===== config.mk =====
export PLATFORM = sky130hd
export DESIGN_NAME = mem_arbiter
export DESIGN_NICKNAME = d
export VERILOG_FILES = /design/src/rtl/mem_arbiter_pkg.sv /design/src/rtl/mem_arbiter_block_counter.sv /design/src/rtl/mem_arbiter.sv
export SDC_FILE = /design/constraint.sdc
export NUM_CORES = 1
export LEC_CHECK = 0
export CORE_UTILIZATION = 43
export CTS_CLUSTER_DIAMETER = 60
export DETAILED_ROUTE_END_ITERATION = 8
export GPL_TIMING_DRIVEN = 0
export PLACE_DENSITY_LB_ADDON = 0.12
export SLEW_MARGIN = 20
export SYNTH_ARGS = -nofsm -noshare
export SYNTH_HDL_FRONTEND = slang
export SYNTH_HIERARCHICAL = 1
export SYNTH_SLANG_ARGS = --single-unit

===== constraint.sdc =====
create_clock -name clk -period 2.05 [get_ports clk]
set_clock_uncertainty 0.05 [all_clocks]
set_input_delay 0.205 -clock clk [delete_from_list [all_inputs] [get_ports clk]]
set_output_delay 0.205 -clock clk [all_outputs]
set_load 0.05 [all_outputs]

===== src/rtl/mem_arbiter_pkg.sv =====
// Shared types and constants for the main-memory arbiter.
// Contents: address/data/offset widths, block geometry, arbiter state
// encoding, the latched store payload and the fill address builder.
package mem_arbiter_pkg;

   localparam int unsigned ADDR_W    = 16;
   localparam int unsigned DATA_W    = 16;
   localparam int unsigned OFF_W     = 3;
   localparam int unsigned BLK_WORDS = 2 ** OFF_W;
   localparam int unsigned CNT_W     = OFF_W + 1;
   localparam int unsigned BASE_W    = ADDR_W - OFF_W - 1;

   typedef enum logic [1:0] {
      ST_IDLE   = 2'd0,
      ST_STORE  = 2'd1,
      ST_FILL_I = 2'd2,
      ST_FILL_D = 2'd3
   } state_t;

   // Write-through store captured at grant
   typedef struct packed {
      logic [ADDR_W-1:0] addr;
      logic [DATA_W-1:0] data;
   } st_req_t;

   // Byte address of word idx inside the block at base
   function automatic logic [ADDR_W-1:0] fill_addr(input logic [BASE_W-1:0] base,
                                                   input logic [OFF_W-1:0]  idx);
      return {base, idx, 1'b0};
   endfunction

endpackage


===== src/rtl/mem_arbiter_block_counter.sv =====
// Block word counter: counts 0..2**(W-1) and holds there.
// Ports: clk, rst (async active-low), clr (sync clear, wins over en),
//        en (count enable), cnt (current count).
module mem_arbiter_block_counter #(
   parameter int unsigned W = 4
) (
   input  logic         clk,
   input  logic         rst,
   input  logic         clr,
   input  logic         en,
   output logic [W-1:0] cnt
);

   localparam logic [W-1:0] MAX = W'(2 ** (W - 1));

   // Saturating counter
   always_ff @(posedge clk or negedge rst) begin
      if (!rst) begin
         cnt <= '0;
      end else if (clr) begin
         cnt <= '0;
      end else if (en && (cnt != MAX)) begin
         cnt <= cnt + W'(1);
      end
   end

endmodule


===== src/rtl/mem_arbiter.sv =====
// Arbitrates main memory between I-cache fills, D-cache fills and D-cache
// write-through stores. One grant per transaction, held to completion.
// Ports: clk, rst (async active-low); i_miss/i_addr, d_miss/d_addr,
//        d_st_req/d_st_addr/d_st_data (client requests); mem_valid (read
//        return); mem_en/mem_wr/mem_addr/mem_wdata (memory command);
//        i_busy/d_busy (stalls); x_wr_data/x_wr_tag/x_off (cache fill
//        writes); d_st_done (store issued pulse).
module mem_arbiter
   import mem_arbiter_pkg::*;
(
   input  logic              clk,
   input  logic              rst,
   input  logic              i_miss,
   input  logic [ADDR_W-1:0] i_addr,
   input  logic              d_miss,
   input  logic [ADDR_W-1:0] d_addr,
   input  logic              d_st_req,
   input  logic [ADDR_W-1:0] d_st_addr,
   input  logic [DATA_W-1:0] d_st_data,
   input  logic              mem_valid,
   output logic              mem_en,
   output logic              mem_wr,
   output logic [ADDR_W-1:0] mem_addr,
   output logic [DATA_W-1:0] mem_wdata,
   output logic              i_busy,
   output logic              d_busy,
   output logic              i_wr_data,
   output logic              d_wr_data,
   output logic              i_wr_tag,
   output logic              d_wr_tag,
   output logic [OFF_W-1:0]  i_off,
   output logic [OFF_W-1:0]  d_off,
   output logic              d_st_done
);

   state_t            state, state_nxt;
   logic [BASE_W-1:0] base_q;
   st_req_t           st_q;
   logic [CNT_W-1:0]  req_cnt, rcv_cnt;
   logic              filling, req_en, rcv_en, last_rcv;
   logic              unused_addr_bits;

   // Word offset within a block is supplied by the request counter
   assign unused_addr_bits = ^{i_addr[OFF_W:0], d_addr[OFF_W:0]};

   assign filling  = (state == ST_FILL_I) || (state == ST_FILL_D);
   assign req_en   = filling && (req_cnt < CNT_W'(BLK_WORDS));
   assign rcv_en   = filling && mem_valid;
   assign last_rcv = (rcv_cnt == CNT_W'(BLK_WORDS - 1));

   // Counters idle at zero whenever no fill is active
   mem_arbiter_block_counter #(.W(CNT_W)) u_req_cnt (
      .clk (clk),
      .rst (rst),
      .clr (!filling),
      .en  (req_en),
      .cnt (req_cnt)
   );

   mem_arbiter_block_counter #(.W(CNT_W)) u_rcv_cnt (
      .clk (clk),
      .rst (rst),
      .clr (!filling),
      .en  (rcv_en),
      .cnt (rcv_cnt)
   );

   // State register
   always_ff @(posedge clk or negedge rst) begin
      if (!rst) begin
         state <= ST_IDLE;
      end else begin
         state <= state_nxt;
      end
   end

   // Next state: fixed priority store > D fill > I fill, no preemption
   always_comb begin
      state_nxt = state;
      case (state)
         ST_IDLE: begin
            if (d_st_req) begin
               state_nxt = ST_STORE;
            end else if (d_miss) begin
               state_nxt = ST_FILL_D;
            end else if (i_miss) begin
               state_nxt = ST_FILL_I;
            end
         end
         ST_STORE: state_nxt = ST_IDLE;
         ST_FILL_I,
         ST_FILL_D: begin
            if (mem_valid && last_rcv) begin
               state_nxt = ST_IDLE;
            end
         end
         default: state_nxt = ST_IDLE;
      endcase
   end

   // Capture the granted request so clients may change inputs afterwards
   always_ff @(posedge clk or negedge rst) begin
      if (!rst) begin
         base_q <= '0;
         st_q   <= '0;
      end else if (state == ST_IDLE) begin
         if (d_st_req) begin
            st_q.addr <= d_st_addr;
            st_q.data <= d_st_data;
         end else if (d_miss) begin
            base_q <= d_addr[ADDR_W-1:OFF_W+1];
         end else if (i_miss) begin
            base_q <= i_addr[ADDR_W-1:OFF_W+1];
         end
      end
   end

   // Outputs; busy is gated by reset so everything reads 0 while held
   always_comb begin
      mem_en    = 1'b0;
      mem_wr    = 1'b0;
      mem_addr  = '0;
      mem_wdata = '0;
      i_wr_data = 1'b0;
      d_wr_data = 1'b0;
      i_wr_tag  = 1'b0;
      d_wr_tag  = 1'b0;
      i_off     = '0;
      d_off     = '0;
      d_st_done = 1'b0;
      i_busy    = rst && ((state == ST_FILL_I) || i_miss);
      d_busy    = rst && ((state == ST_STORE) || (state == ST_FILL_D) || d_miss || d_st_req);
      case (state)
         ST_STORE: begin
            mem_en    = 1'b1;
            mem_wr    = 1'b1;
            mem_addr  = st_q.addr;
            mem_wdata = st_q.data;
            d_st_done = 1'b1;
         end
         ST_FILL_I: begin
            mem_en    = req_en;
            if (req_en) begin
               mem_addr = fill_addr(base_q, req_cnt[OFF_W-1:0]);
            end
            i_wr_data = mem_valid;
            i_wr_tag  = mem_valid && last_rcv;
            i_off     = rcv_cnt[OFF_W-1:0];
         end
         ST_FILL_D: begin
            mem_en    = req_en;
            if (req_en) begin
               mem_addr = fill_addr(base_q, req_cnt[OFF_W-1:0]);
            end
            d_wr_data = mem_valid;
            d_wr_tag  = mem_valid && last_rcv;
            d_off     = rcv_cnt[OFF_W-1:0];
         end
         default: ;
      endcase
   end

endmodule


# Yosys cells after proc, flatten, opt, wreduce, memory -nomap -nowiden
# Index checks and enable logic that the tools add are counted.
[op_classes]
n_addsub = 2
n_lt_le_gt_ge = 1
n_eq_ne = 10
muxes = 22
bitwise = 1
n_reduce_logical = 18
[ops]
columns = ["op", "count"]
rows = [
  ["two-way mux 16 bit", 2],
  ["case mux 16 bit (2 select lines)", 1],
  ["two-way mux 12 bit", 2],
  ["two-way mux 4 bit", 4],
  ["!= test 4 bit (second input constant)", 3],
  ["adder 4 x 1 -> 4 bit (second input constant)", 2],
  ["two-way mux 2 bit", 4],
  ["logical AND 1 bit", 7],
  ["two-way mux 3 bit", 2],
  ["!= test 2 x 1 -> 1 bit (second input constant)", 3],
  ["case mux 2 bit (3 select lines)", 1],
  ["logical OR 1 bit", 5],
  ["two-way mux 1 bit", 5],
  ["equality test 2 bit (second input constant)", 2],
  ["equality test 4 x 3 -> 1 bit (second input constant)", 1],
  ["< comparator 4 bit (second input constant)", 1],
  ["AND reduction 2 bit", 2],
  ["AND reduction 3 bit", 1],
  ["equality test 2 x 1 -> 1 bit (second input constant)", 1],
  ["logical NOT 2 bit", 1],
  ["case mux 1 bit (2 select lines)", 1],
  ["nonzero test 2 bit", 1],
  ["OR reduction 2 bit", 1],
  ["NOT 1 bit", 1],
]
[totals]
reg_bits = 54
out_inout_bits = 47

# Depth between registers and ports, before layout
# Gate-level depths: netlist of the first run.
[depth]
ltp_word = 6
depth_mapped = 6
mapped_depth_nobuf = 5

# Hierarchy
# The synthesis of the first run kept the hierarchy.
[by_module_without_submodules]
columns = ["module", "n_inst", "cells_per_inst", "area_each_um2"]
rows = [
  ["mem_arbiter", 1, 176, 2309.7],
  ["mem_arbiter_block_counter", 2, 23, 229.0],
]

# Least setup slack after synthesis of the first run
# No wires, ideal clock.
[synth_timing]
path_type = "register to output"
start = "register u_rcv_cnt.cnt[2]"
end = "output port i_wr_tag"
arrival_ns = 1.746
t_required_ns = 1.795
setup_slack_ns = 0.049
path_stages_with_launch = 4
n_path_buf = 0
cell_sequence = "dfrtp_1 -> nor2b_1 -> nand4_1 -> nor3_1"
[synth_via]
elab_chain_cells = 3
[synth_lines]
columns = ["element", "line", "rtl"]
rows = [
  ["from (decl)", "mem_arbiter_block_counter.sv:11", "output logic [W-1:0] cnt"],
  ["from (signal assigned)", "mem_arbiter_block_counter.sv:23", "cnt <= cnt + W'(1);"],
  ["equality test 4 x 3 -> 1 bit", "mem_arbiter.sv:49", "assign last_rcv = (rcv_cnt == CNT_W'(BLK_WORDS - 1));"],
  ["logical AND 1 bit", "mem_arbiter.sv:147", "i_wr_tag = mem_valid && last_rcv;"],
  ["two-way mux 1 bit", "mem_arbiter.sv:133", "case (state)"],
  ["to (decl)", "mem_arbiter.sv:29", "output logic i_wr_tag,"],
]
# No other way between the ends.

# Worst setup path after layout of the first run
[layout_timing]
start = "register state[0]"
end = "output port mem_addr[6]"
[layout_via]
elab_chain_cells = 5
word_cells_on_any_way = 8
classes_between = "eq/ne (3); mux (2); reduce/logical (3)"
[layout_lines]
columns = ["element", "line", "rtl"]
rows = [
  ["from (decl)", "mem_arbiter.sv:36", "state_t state, state_nxt;"],
  ["from (signal assigned)", "mem_arbiter.sv:73", "state <= state_nxt;"],
  ["equality test 2 bit", "mem_arbiter.sv:46, mem_arbiter.sv:133", ""],
  ["logical OR 1 bit", "mem_arbiter.sv:46", "assign filling = (state == ST_FILL_I) || (state == ST_FILL_D);"],
  ["logical AND 1 bit", "mem_arbiter.sv:47", "assign req_en = filling && (req_cnt < CNT_W'(BLK_WORDS));"],
  ["two-way mux 16 bit", "mem_arbiter.sv:143, mem_arbiter.sv:152", ""],
  ["case mux 16 bit (2 select lines) *", "mem_arbiter.sv:133", ""],
  ["to (decl)", "mem_arbiter.sv:23", "output logic [ADDR_W-1:0] mem_addr,"],
]
# Mark *: on every way between the ends. The rest lies on a longest branch, timed or not.

==> impl_metrics.tcl, run 1 <==
set metrics [dict create \
    power_density_mw_per_mm2 1420 \
    cp_slowest_stage_delay_ns 0.46 \
    yosys.area.top_type_share 0.488 \
    grt_pass1_vias 2024 \
    io_pins 117 \
    critPathKind "reg2out" \
    synth_edf_count 0 \
    finalNetCount 414 \
    h-tree-depth 2 \
    cap_violations 0 \
    synth_flop_cell "sky130_fd_sc_hd__dfrtp_1" \
    synth_seq_area_share 0.488 \
    cts_max_path_buffers 2 \
    cts_root_buf "sky130_fd_sc_hd__clkbuf_8" \
    detailed_place_hpwl_mm 4.55 \
    maxClockFrequency_ghz 0.502 \
    syn-cell-area_mm2 0.00277 \
    routed_wirelength_mm 6.22 \
    port_buffer_count 107 \
    sw_share 0.427 \
    seqPwrFrac 0.342 \
    drive_above_1_share 0.390 \
    grt_util_met2 0.303 \
    crit_path_top_delay_cell "sky130_fd_sc_hd__dfrtp_2" \
    finalSetupViolations 0 \
    detail_route.drc_violations 0 \
    synth-seq-cells 54 \
    synth_fp_nets 296 \
    firstDrtPassIters 4 \
    final_core_util 0.651 \
    hold_viol 54 \
    max_slew_violations 0 \
    worst_r2r_path_depth 4 \
    fin_hold_ws_ns -0.101 \
    combinational_cell_fraction_of_total_power 0.533 \
    flow.area_growth_from_synthesis_pct 42.5 \
    weighted_congestion_reported_at_the_end_of_routability_driven_placement 0.767 \
    grt.overflow.total 0 \
    die_width_um 82.2 \
    floorplan.initialDensity 0.457 \
    placed_cell_area_mm2 0.00393 \
    ant_nets_after_route 0 \
    grt_most_used_layer "met2" \
    worstPathMaxFanout 10 \
    core_mm2 0.00606 \
    global_route_wire_length_before_repair_mm 9.79 \
    crit_required_ns 1.79 \
    average_instance_area_after_synthesis_um2 12.5 \
    clock_latency_ns 0.30 \
    ys_async_sr_fraction 1.00 \
    yosysWarningCount 6 \
    fillers 503 \
    relSlewSlack 0.524 \
    grt_max_degree 57 \
    yosysUniqueCellTypes 31 \
    outcome "finished, violations left" \
    rows 28 \
    area_of_the_multi_input_gates_mm2 0.00131 \
    critical_path.endpoint_type "primary output" \
    cp-start-kind "flip-flop" \
    post_drt_wl_per_cell_um 15.0 \
    failing_checks "hold timing" \
    synth_area_leaders "sky130_fd_sc_hd__dfrtp_1 (49%), sky130_fd_sc_hd__mux2_2 (21%), sky130_fd_sc_hd__a22o_1 (4.7%)" \
    p_switching_uw 2390 \
    cts_made_buffers 5 \
    static_power_due_to_leakage_uw 0.00179 \
    clock_sinks 54 \
    synthTopCellsByCount "sky130_fd_sc_hd__dfrtp_1 (54), sky130_fd_sc_hd__mux2_2 (52), sky130_fd_sc_hd__and2_1 (21)" \
    slew_of_the_pin_with_the_lowest_slew_margin_ns 0.715 \
    die-height_um 82.2 \
    grt_use_met1 0.259 \
    hold_class "in2async" \
    period_share 0.972 \
    postSynthCellCount 222 \
    timing.critical_path.cells "nor2b_1 > buf_2 > clkbuf_4 > a22o_1 > clkbuf_4" \
    share_clk_of_total_power 0.125 \
    synthMostInstantiatedCell "sky130_fd_sc_hd__dfrtp_1" \
    gr-usage-all-layers 0.195 \
    yosysTopAreaCell "sky130_fd_sc_hd__dfrtp_1" \
    power.ir.vdd_worst_mv 0.897 \
    critical-path-top-cell-by-count "sky130_fd_sc_hd__clkbuf_4" \
    avgViaCountPerCell 5.15 \
    final-seq-area_mm2 0.00135 \
    tritoncts "built" \
    first_iter_violations 68 \
    power.internal_uw 3210 \
    min_period_ns 1.99 \
    antenna_cells 0 \
    final_design_area_no_fill_mm2 0.00394 \
    floorplan.die_area_mm2 0.00676 \
    antenna_found_initial 0 \
    arrival_ns 1.74 \
    cts.clk_slew.worst_paths_ns 0.09 \
    grtUsageMet3 0.0560 \
    dr_total_vias 2143 \
]
## layer usage
layer / routed length [um] / vias up
li1: - / 1016
met1: 2790 / 1057
met2: 2960 / 62
met3: 385 / 8
met4: 92 / 0
met5: 0 / -
## final cells by class
| type | count | share of cell area |
|---|---|---|
| sequential | 54 | 0.343 |
| multi-input combinational | 149 | 0.331 |
| timing repair buffer | 111 | 0.242 |
| buffer | 14 | 0.0270 |
| tap | 75 | 0.0238 |
| clock buffer | 7 | 0.0194 |
| clock inverter | 1 | 0.00761 |
| inverter | 5 | 0.00571 |
## stage by stage
step | cells | setup WS, ns | setup TNS [ns] | total power, uW | hold WS [ns]
floorplan | 222 | 0.0493 | 0 | 4040 | -0.141
global placement | 404 | -1.94 | -75.15 | 4940 | 0.409
detailed placement | 404 | -0.635 | -13.64 | 5010 | 0.264
CTS | 414 | 0.000254 | 0 | 5590 | -0.0749
global route | 416 | -0.0105 | -0.0630 | 5930 | -0.0421
finish | 416 | 0.0569 | 0 | 5610 | -0.101
## state kept, by name, summed over array words and instances (netlist names)
| register | flops |
|---|---|
| st_q | 32 |
| state | 2 |
| u_req_cnt/cnt | 4 |
| u_rcv_cnt/cnt | 4 |
| base_q | 12 |
## cells by family after synthesis
logic type,share of synthesized area
multiplexers,0.246
AND/OR/NAND/NOR,0.131
flip-flops,0.488
AO/OA/AOI/OAI,0.0683
buffers and inverters,0.0420
adder cells (fa/ha/maj),0.0181
XOR/XNOR,0.00633
## cells in the final DEF (no fill, tap or decap), types with 10 or more instances in the layout
master	synthesis	routed
sky130_fd_sc_hd__a22o_1	15	15
sky130_fd_sc_hd__and2_1	21	21
sky130_fd_sc_hd__buf_2	6	18
sky130_fd_sc_hd__buf_4	2	16
sky130_fd_sc_hd__clkbuf_4	0	15
sky130_fd_sc_hd__clkdlybuf4s50_1	0	59
sky130_fd_sc_hd__dfrtp_1	54	52
sky130_fd_sc_hd__mux2_2	52	52
sky130_fd_sc_hd__nor2_1	10	10
## path summary, 6_finish.rpt
| check | from | end | slack, ns |
|---|---|---|---|
| max | state[0] | mem_addr[6] | 0.06 |
| min | rst | u_rcv_cnt/cnt[2] | -0.10 |
| max reg2reg | state[1] | base_q[5] | 0.26 |
| min reg2reg | st_q[10] | st_q[10] | 0.44 |
| max in group asynchronous | rst | state[0] | 1.54 |
| min in group clk | d_miss | base_q[9] | 0.32 |
## critical path, delay by kind of cell (launching register included)
family,cells,cell delay (ns)
simple gates,1,0.15
buf+inv,3,0.66
compound gates,1,0.16
flops,1,0.46
## timing repair
| action | 4_1_cts | 5_1_grt |
|---|---|---|
| hold endpoints to repair | 54 | 54 |
| resized for setup | 218 | 27 |
| pin swaps | 1 | 1 |
| setup endpoints to repair | 49 | 43 |
| buffers inserted | 2 | 2 |
## power by group through the flow
stage	Sequential, uW	Combinational (uW)	Clock, uW
6_report	1920	2990	700
5_1_grt	1990	3170	763
4_1_cts	1920	2950	723
3_5_place_dp	1940	3070	0
3_3_place_gp	1910	3030	0
2_1_floorplan	1830	2200	0
No activity file was read; power rests on OpenSTA's default activity.
==> run 2: changes to the inputs <==
--- a/config.mk
+++ b/config.mk
@@ -5,7 +5,7 @@
 export SDC_FILE = /design/constraint.sdc
 export NUM_CORES = 1
 export LEC_CHECK = 0
-export CORE_UTILIZATION = 43
+export CORE_UTILIZATION = 41
 export CTS_CLUSTER_DIAMETER = 60
 export DETAILED_ROUTE_END_ITERATION = 8
 export GPL_TIMING_DRIVEN = 0
==> run 2 against run 1 <==
Effect of this change: the flow finishes with violations (DRC); cell area rose by 2.9%; largest cell class unchanged; non-clock buffer count up 7; maximum frequency barely moved; via count shrank 2.4%; setup slack improved by 0.0017 ns; clock power about the same; core utilization decreased by 1.9 points; cell count increased by 2.2%; register-to-register slack worse by 0.02 ns; critical endpoint is now mem_addr[10]; count of clock-buffer cells in the layout shrank 2.
==> impl_metrics.tcl, run 2 (synthesized netlist as in run 1, its figures left out) <==
set metrics [dict create \
    crit_path_top_delay_cell "sky130_fd_sc_hd__dfrtp_2" \
    dr_total_vias 2091 \
    antenna_cells 0 \
    antenna_found_initial 0 \
    min_period_ns 1.99 \
    die_width_um 84.2 \
    routed_wirelength_mm 6.35 \
    detailed_place_hpwl_mm 4.62 \
    critPathTopFamily "buffers and inverters" \
    rows 29 \
    io_pins 117 \
    grt_max_degree 55 \
    max_slew_violations 0 \
    floorplan.initialDensity 0.431 \
    gr-usage-all-layers 0.192 \
    cts.clk_slew.worst_paths_ns 0.10 \
    fin_hold_ws_ns 0.327 \
    port_buffer_count 107 \
    m1WireLength_mm 2.90 \
    placed_cell_area_mm2 0.00396 \
    cts_max_path_buffers 2 \
    cp-start-kind "flip-flop" \
    critical_path.endpoint_type "primary output" \
    clock_latency_ns 0.30 \
    relSlewSlack 0.745 \
    h-tree-depth 2 \
    hold_class "in2reg" \
    floorplan.die_area_mm2 0.00708 \
    avgViaCountPerCell 4.92 \
    firstDrtPassIters 6 \
    drive_above_1_share 0.405 \
    die-height_um 84.2 \
    maxClockFrequency_ghz 0.502 \
    layout_top_registers "st_q (32), base_q (12)" \
    layout.cells.most_common "sky130_fd_sc_hd__clkdlybuf4s50_1" \
    cap_violations 0 \
    wl_met2_mm 3.13 \
    cts_root_buf "sky130_fd_sc_hd__clkbuf_8" \
    timing.critical_path.cells "clkinvlp_4 > nor2_4 > buf_12 > a22o_1 > clkdlybuf4s15_2" \
    failing_checks "DRC" \
    critPathKind "reg2out" \
    commonest_cells_after_routing_fill_and_taps_aside "sky130_fd_sc_hd__clkdlybuf4s50_1 (59), sky130_fd_sc_hd__mux2_2 (52), sky130_fd_sc_hd__dfrtp_1 (52)" \
    post-place-cells 407 \
    setup.reg_to_reg.worst_slack_ns 0.24 \
    grt_pass1_vias 2139 \
    hold_viol 0 \
    cts_made_buffers 5 \
    worstPathMaxFanout 6 \
    post_drt_wl_per_cell_um 15.0 \
    static_power_due_to_leakage_uw 0.00184 \
    clock_sinks 54 \
    fillers 534 \
    final_design_area_no_fill_mm2 0.00406 \
    global_route_wire_length_before_repair_mm 10.8 \
    stdcell_count 425 \
    finalNetCount 421 \
    arrival_ns 1.74 \
    setup_tns_ns 0 \
    outcome "finished, violations left" \
    met3WireLength_um 268 \
    first_iter_violations 56 \
    maxUsedRoutingLayer "met4" \
    period_share 0.971 \
    power.ir.vdd_worst_mv 0.658 \
    finalSetupViolations 0 \
    detail_route.drc_violations 6 \
    regMostFlops "st_q" \
    weighted_congestion_reported_at_the_end_of_routability_driven_placement 0.734 \
    flow.area_growth_from_synthesis_pct 46.6 \
    tritoncts "built" \
    crit_required_ns 1.79 \
    largest_reg_flops 32 \
    grt.overflow.total 0 \
    slew_of_the_pin_with_the_lowest_slew_margin_ns 0.382 \
    ant_nets_after_route 0 \
    core_mm2 0.00642 \
    cp_slowest_stage_delay_ns 0.45 \
    power_density_mw_per_mm2 1400 \
    cp_num_buf_inv 3 \
]
[run 2: changes by cell type in the layout (fill, tap and decap cells not counted), moves of 2 or more]
| cell | delta |
|---|---|
| sky130_fd_sc_hd__buf_16 | +2 |
| sky130_fd_sc_hd__buf_4 | +5 |
| sky130_fd_sc_hd__clkbuf_1 | -2 |
| sky130_fd_sc_hd__clkbuf_4 | -3 |
| sky130_fd_sc_hd__clkdlybuf4s15_2 | +2 |
| sky130_fd_sc_hd__clkinv_2 | +2 |
[run 2: stage by stage]
step | power (uW) | setup WS (ns) | util
floorplan | 4040 | 0.0493 | -
detailed placement | 5010 | -0.610 | 0.617
finish | 5670 | 0.0585 | 0.632
global placement | 4950 | -1.96 | 0.613
global route | 6010 | -0.0114 | 0.632
CTS | 5650 | -0.0248 | 0.629
[run 2: worst min-delay path: stages]
cell and delay [ns]:
sky130_fd_sc_hd__buf_2 0.14, sky130_fd_sc_hd__mux2_2 0.16, sky130_fd_sc_hd__mux2_2 0.14
[run 2: power by group]
part	leakage, uW	switching [uW]	internal (uW)	total [uW]
combinational	0.00113	1740	1310	3050
clock	0.0000579	340	360	700
sequential	0.000651	330	1580	1910
[run 2: path summary, 6_finish.rpt]
check	startpoint	end	depth (start not counted)
max reg2reg	state[0]	st_q[10]	5
max in group asynchronous	rst	state[1]	4
min reg2reg	st_q[6]	st_q[6]	1
min in group asynchronous	rst	u_rcv_cnt/cnt[2]	4
min	d_miss	base_q[6]	3
max	state[1]	mem_addr[10]	5
[run 2: cell type report]
cell class / count / area (um^2) / area share
Sequential cell: 54 / 1350 / 0.334
Clock buffer: 5 / 68.8 / 0.0170
Clock inverter: 3 / 40.0 / 0.00987
Tap cell: 77 / 96.3 / 0.0238
Timing Repair Buffer: 118 / 1060 / 0.262
Buffer: 14 / 109 / 0.0268
Multi-Input combinational cell: 149 / 1310 / 0.322
Inverter: 5 / 22.5 / 0.00555
[run 2: timing repair]
| item | 4_1_cts | 5_1_grt |
|---|---|---|
| gates resized for setup | 204 | 33 |
| hold buffers | 2 | 0 |
| endpoints found under the setup margin | 49 | 47 |
| pin swaps | 1 | 1 |
| hold endpoints to repair | 54 | 0 |
| buffers inserted | 4 | 4 |
[run 2: metal layers]
| layer | vias to the layer above | GRT usage |
|---|---|---|
| met3 | 4 | 0.0344 |
| met1 | 1007 | 0.262 |
| met4 | 0 | 0.0470 |
| met2 | 51 | 0.320 |
| li1 | 1029 | - |
| met5 | - | 0 |
==> run 3: changes to the inputs <==
--- a/config.mk
+++ b/config.mk
@@ -7,11 +7,11 @@
 export LEC_CHECK = 0
 export CORE_UTILIZATION = 41
 export CTS_CLUSTER_DIAMETER = 60
+export CTS_CLUSTER_SIZE = 30
 export DETAILED_ROUTE_END_ITERATION = 8
 export GPL_TIMING_DRIVEN = 0
 export PLACE_DENSITY_LB_ADDON = 0.12
 export SLEW_MARGIN = 20
 export SYNTH_ARGS = -nofsm -noshare
 export SYNTH_HDL_FRONTEND = slang
-export SYNTH_HIERARCHICAL = 1
 export SYNTH_SLANG_ARGS = --single-unit
==> run 3 against run 2 <==
Effect of this change: the flow finishes with violations (hold timing); non-clock buffer count decreased by 8; critical path depth down 2; synthesized cell count shrank 3.2%; critical path type unchanged.
==> impl_metrics.tcl, run 3 <==
set metrics [dict create \
    layout.cells.most_common "sky130_fd_sc_hd__clkdlybuf4s50_1" \
    synthTopCellsByCount "sky130_fd_sc_hd__dfrtp_1 (54), sky130_fd_sc_hd__mux2_2 (54), sky130_fd_sc_hd__and2_1 (23)" \
    synth_top_family_by_area "multiplexers" \
    rows 29 \
    grt.overflow.total 0 \
    gr-usage-all-layers 0.177 \
    flow.area_growth_from_synthesis_pct 42.6 \
    final_core_util 0.609 \
    cp-start-kind "flip-flop" \
    first_iter_violations 69 \
    h-tree-depth 2 \
    hold_class "in2async" \
    grt_max_degree 57 \
    post-place-ws_ns -0.285 \
    placed_cell_area_mm2 0.00390 \
    finalNetCount 404 \
    cts_made_buffers 5 \
    maxClockFrequency_ghz 0.507 \
    final_design_area_no_fill_mm2 0.00389 \
    core_mm2 0.00639 \
    post_synth_and_or_nand_nor_area_fraction 0.122 \
    timing.final.ws_setup_ns 0.0777 \
    min_period_ns 1.97 \
    commonest_cells_after_routing_fill_and_taps_aside "sky130_fd_sc_hd__clkdlybuf4s50_1 (59), sky130_fd_sc_hd__mux2_2 (54), sky130_fd_sc_hd__dfrtp_1 (52)" \
    cts_max_path_buffers 2 \
    grt_pass1_vias 2085 \
    worstPathMaxFanout 10 \
    io_pins 117 \
    yosysTopAreaCell "sky130_fd_sc_hd__dfrtp_1" \
    hold_viol 54 \
    slew_of_the_pin_with_the_lowest_slew_margin_ns 0.694 \
    failing_checks "hold timing" \
    yosys.area.top_type_share 0.495 \
    period_share 0.962 \
    setup.reg_to_reg.worst_slack_ns 0.34 \
    average_instance_area_after_synthesis_um2 12.7 \
    antenna_found_initial 0 \
    yosys.area_share.adder 0.0183 \
    critPathKind "reg2out" \
    crit_required_ns 1.79 \
    weighted_congestion_reported_at_the_end_of_routability_driven_placement 0.767 \
    die-height_um 83.6 \
    drive_above_1_share 0.393 \
    firstDrtPassIters 4 \
    dr_total_vias 2018 \
    yosysUniqueCellTypes 32 \
    clock_sinks 54 \
    power.ir.vdd_worst_mv 0.933 \
    synth-seq-cells 54 \
    cts_root_buf "sky130_fd_sc_hd__clkbuf_8" \
    arrival_ns 1.72 \
    synth_xor_area_frac 0.00963 \
    ant_nets_after_route 0 \
    cap_violations 0 \
    cts.clk_slew.worst_paths_ns 0.09 \
    yosysWarningCount 0 \
    static_power_due_to_leakage_uw 0.00177 \
    postSynthCellCount 215 \
    worst_r2r_path_depth 4 \
    crit_path_top_delay_cell "sky130_fd_sc_hd__dfrtp_2" \
    synth_compound_gate_area_share 0.0674 \
    synth_area_leaders "sky130_fd_sc_hd__dfrtp_1 (50%), sky130_fd_sc_hd__mux2_2 (22%), sky130_fd_sc_hd__and2_1 (5.3%)" \
    avgViaCountPerCell 4.95 \
    finalSetupViolations 0 \
    ys_async_sr_fraction 1.00 \
    regToRegEndpoint "base_q[10]" \
    regMostFlops "st_q" \
    floorplan.initialDensity 0.427 \
    power_density_mw_per_mm2 1500 \
    clock_latency_ns 0.30 \
    critical_path.endpoint_type "primary output" \
    port_buffer_count 107 \
    die_width_um 83.6 \
    antenna_cells 0 \
    synth_edf_count 0 \
    cp_slowest_stage_delay_ns 0.46 \
    tritoncts "built" \
    floorplan.die_area_mm2 0.00698 \
    detail_route.drc_violations 0 \
    largest_reg_flops 32 \
    post_synth_mux_area_share 0.242 \
    synth_flop_cell "sky130_fd_sc_hd__dfrtp_1" \
    fin_hold_ws_ns -0.118 \
    timing.critical_path.cells "clkbuf_2 > o31a_1 > dlygate4sd2_1" \
    max_slew_violations 0 \
    synth_seq_area_share 0.495 \
    detailed_place_hpwl_mm 4.22 \
    post_drt_wl_per_cell_um 14.2 \
    outcome "finished, violations left" \
    layout_top_registers "st_q (32), base_q (12)" \
    synth_fp_nets 289 \
    global_route_wire_length_before_repair_mm 9.84 \
    syn-cell-area_mm2 0.00273 \
    routed_wirelength_mm 5.78 \
    rsz_0062_raised_after_global_routing "false" \
    relSlewSlack 0.537 \
    crit-reg2reg-launch "state[1]" \
]
run 3: cell count changes in the layout (fill, tap and decap cells not counted), moves of 3 or more:
cell	previous run	this run
sky130_fd_sc_hd__dlygate4sd2_1	0	4
sky130_fd_sc_hd__xnor2_1	0	3
sky130_fd_sc_hd__buf_4	21	5
sky130_fd_sc_hd__buf_2	17	22
sky130_fd_sc_hd__clkbuf_4	12	20
sky130_fd_sc_hd__nor2_1	10	5
sky130_fd_sc_hd__clkbuf_2	7	4
sky130_fd_sc_hd__nand2b_1	4	1
run 3: area by class of cell:
class,count,area (um^2)
clock inverters,2,37.5
plain buffers,16,121
flip-flops and latches,54,1350
fillers,558,2500
well taps,77,96.3
multi-input cells,141,1260
inverters,4,15.0
repair buffers,108,933
clock buffers,6,72.6
run 3: through the flow:
step	cells	hold WS [ns]	power [uW]	TNS, ns
global route	408	-0.0594	6200	0
detailed placement	399	0.256	5360	-7.66
floorplan	215	-0.141	4290	0
CTS	407	-0.0868	5840	0
finish	408	-0.118	5840	0
global placement	399	0.426	5310	-67.02
run 3: cells by family (layout without fill, tap and decap cells):
logic type | count (synthesis) | in the layout
adders and majority gates | 4 | 4
muxes | 59 | 59
xor gates and xnor gates | 3 | 3
AOI/OAI and AO/OA | 22 | 22
buffers and inverters | 20 | 136
DFF | 54 | 54
and+or+nand+nor | 53 | 53
run 3: layer usage:
layer  part of all wire  global-route usage  wire length (um)  vias to the layer above
met1               0.44               0.226              2520                      963
met5                  0                   0                 0                        -
met3              0.057              0.0396               327                        7
li1                   -                   -                 -                      983
met4              0.010              0.0462                59                        0
met2               0.50               0.302              2880                       65
run 3: worst max path at each step:
stage | start | to | slack, ns | depth (start not counted)
2_1_floorplan | state[1] | d_wr_tag | 0.24 | 4
3_3_place_gp | rst | d_busy | -1.90 | 3
3_5_place_dp | state[1] | mem_addr[2] | -0.28 | 5
4_1_cts | state[1] | i_off[2] | 0.004 | 4
5_1_grt | state[0] | mem_wdata[14] | 0.004 | 5
6_report | state[0] | d_busy | 0.08 | 3
run 3: critical path: cells and delay by family (launching register included):
family,cells,cell delay (ns)
buffers and inverters,2,0.63
flip-flops,1,0.46
AO/OA/AOI/OAI,1,0.33
run 3: power breakdown:
| group | internal, uW | switching [uW] | total, uW |
|---|---|---|---|
| sequential | 1600 | 318 | 1920 |
| combinational | 1300 | 1920 | 3220 |
| clock | 365 | 339 | 704 |
| total | 3260 | 2580 | 5840 |
run 3: timing repair:
action	4_1_cts	5_1_grt
setup buffers	0	1
endpoints found under the hold margin	54	54
setup endpoints to repair	47	36
resized for setup	197	34
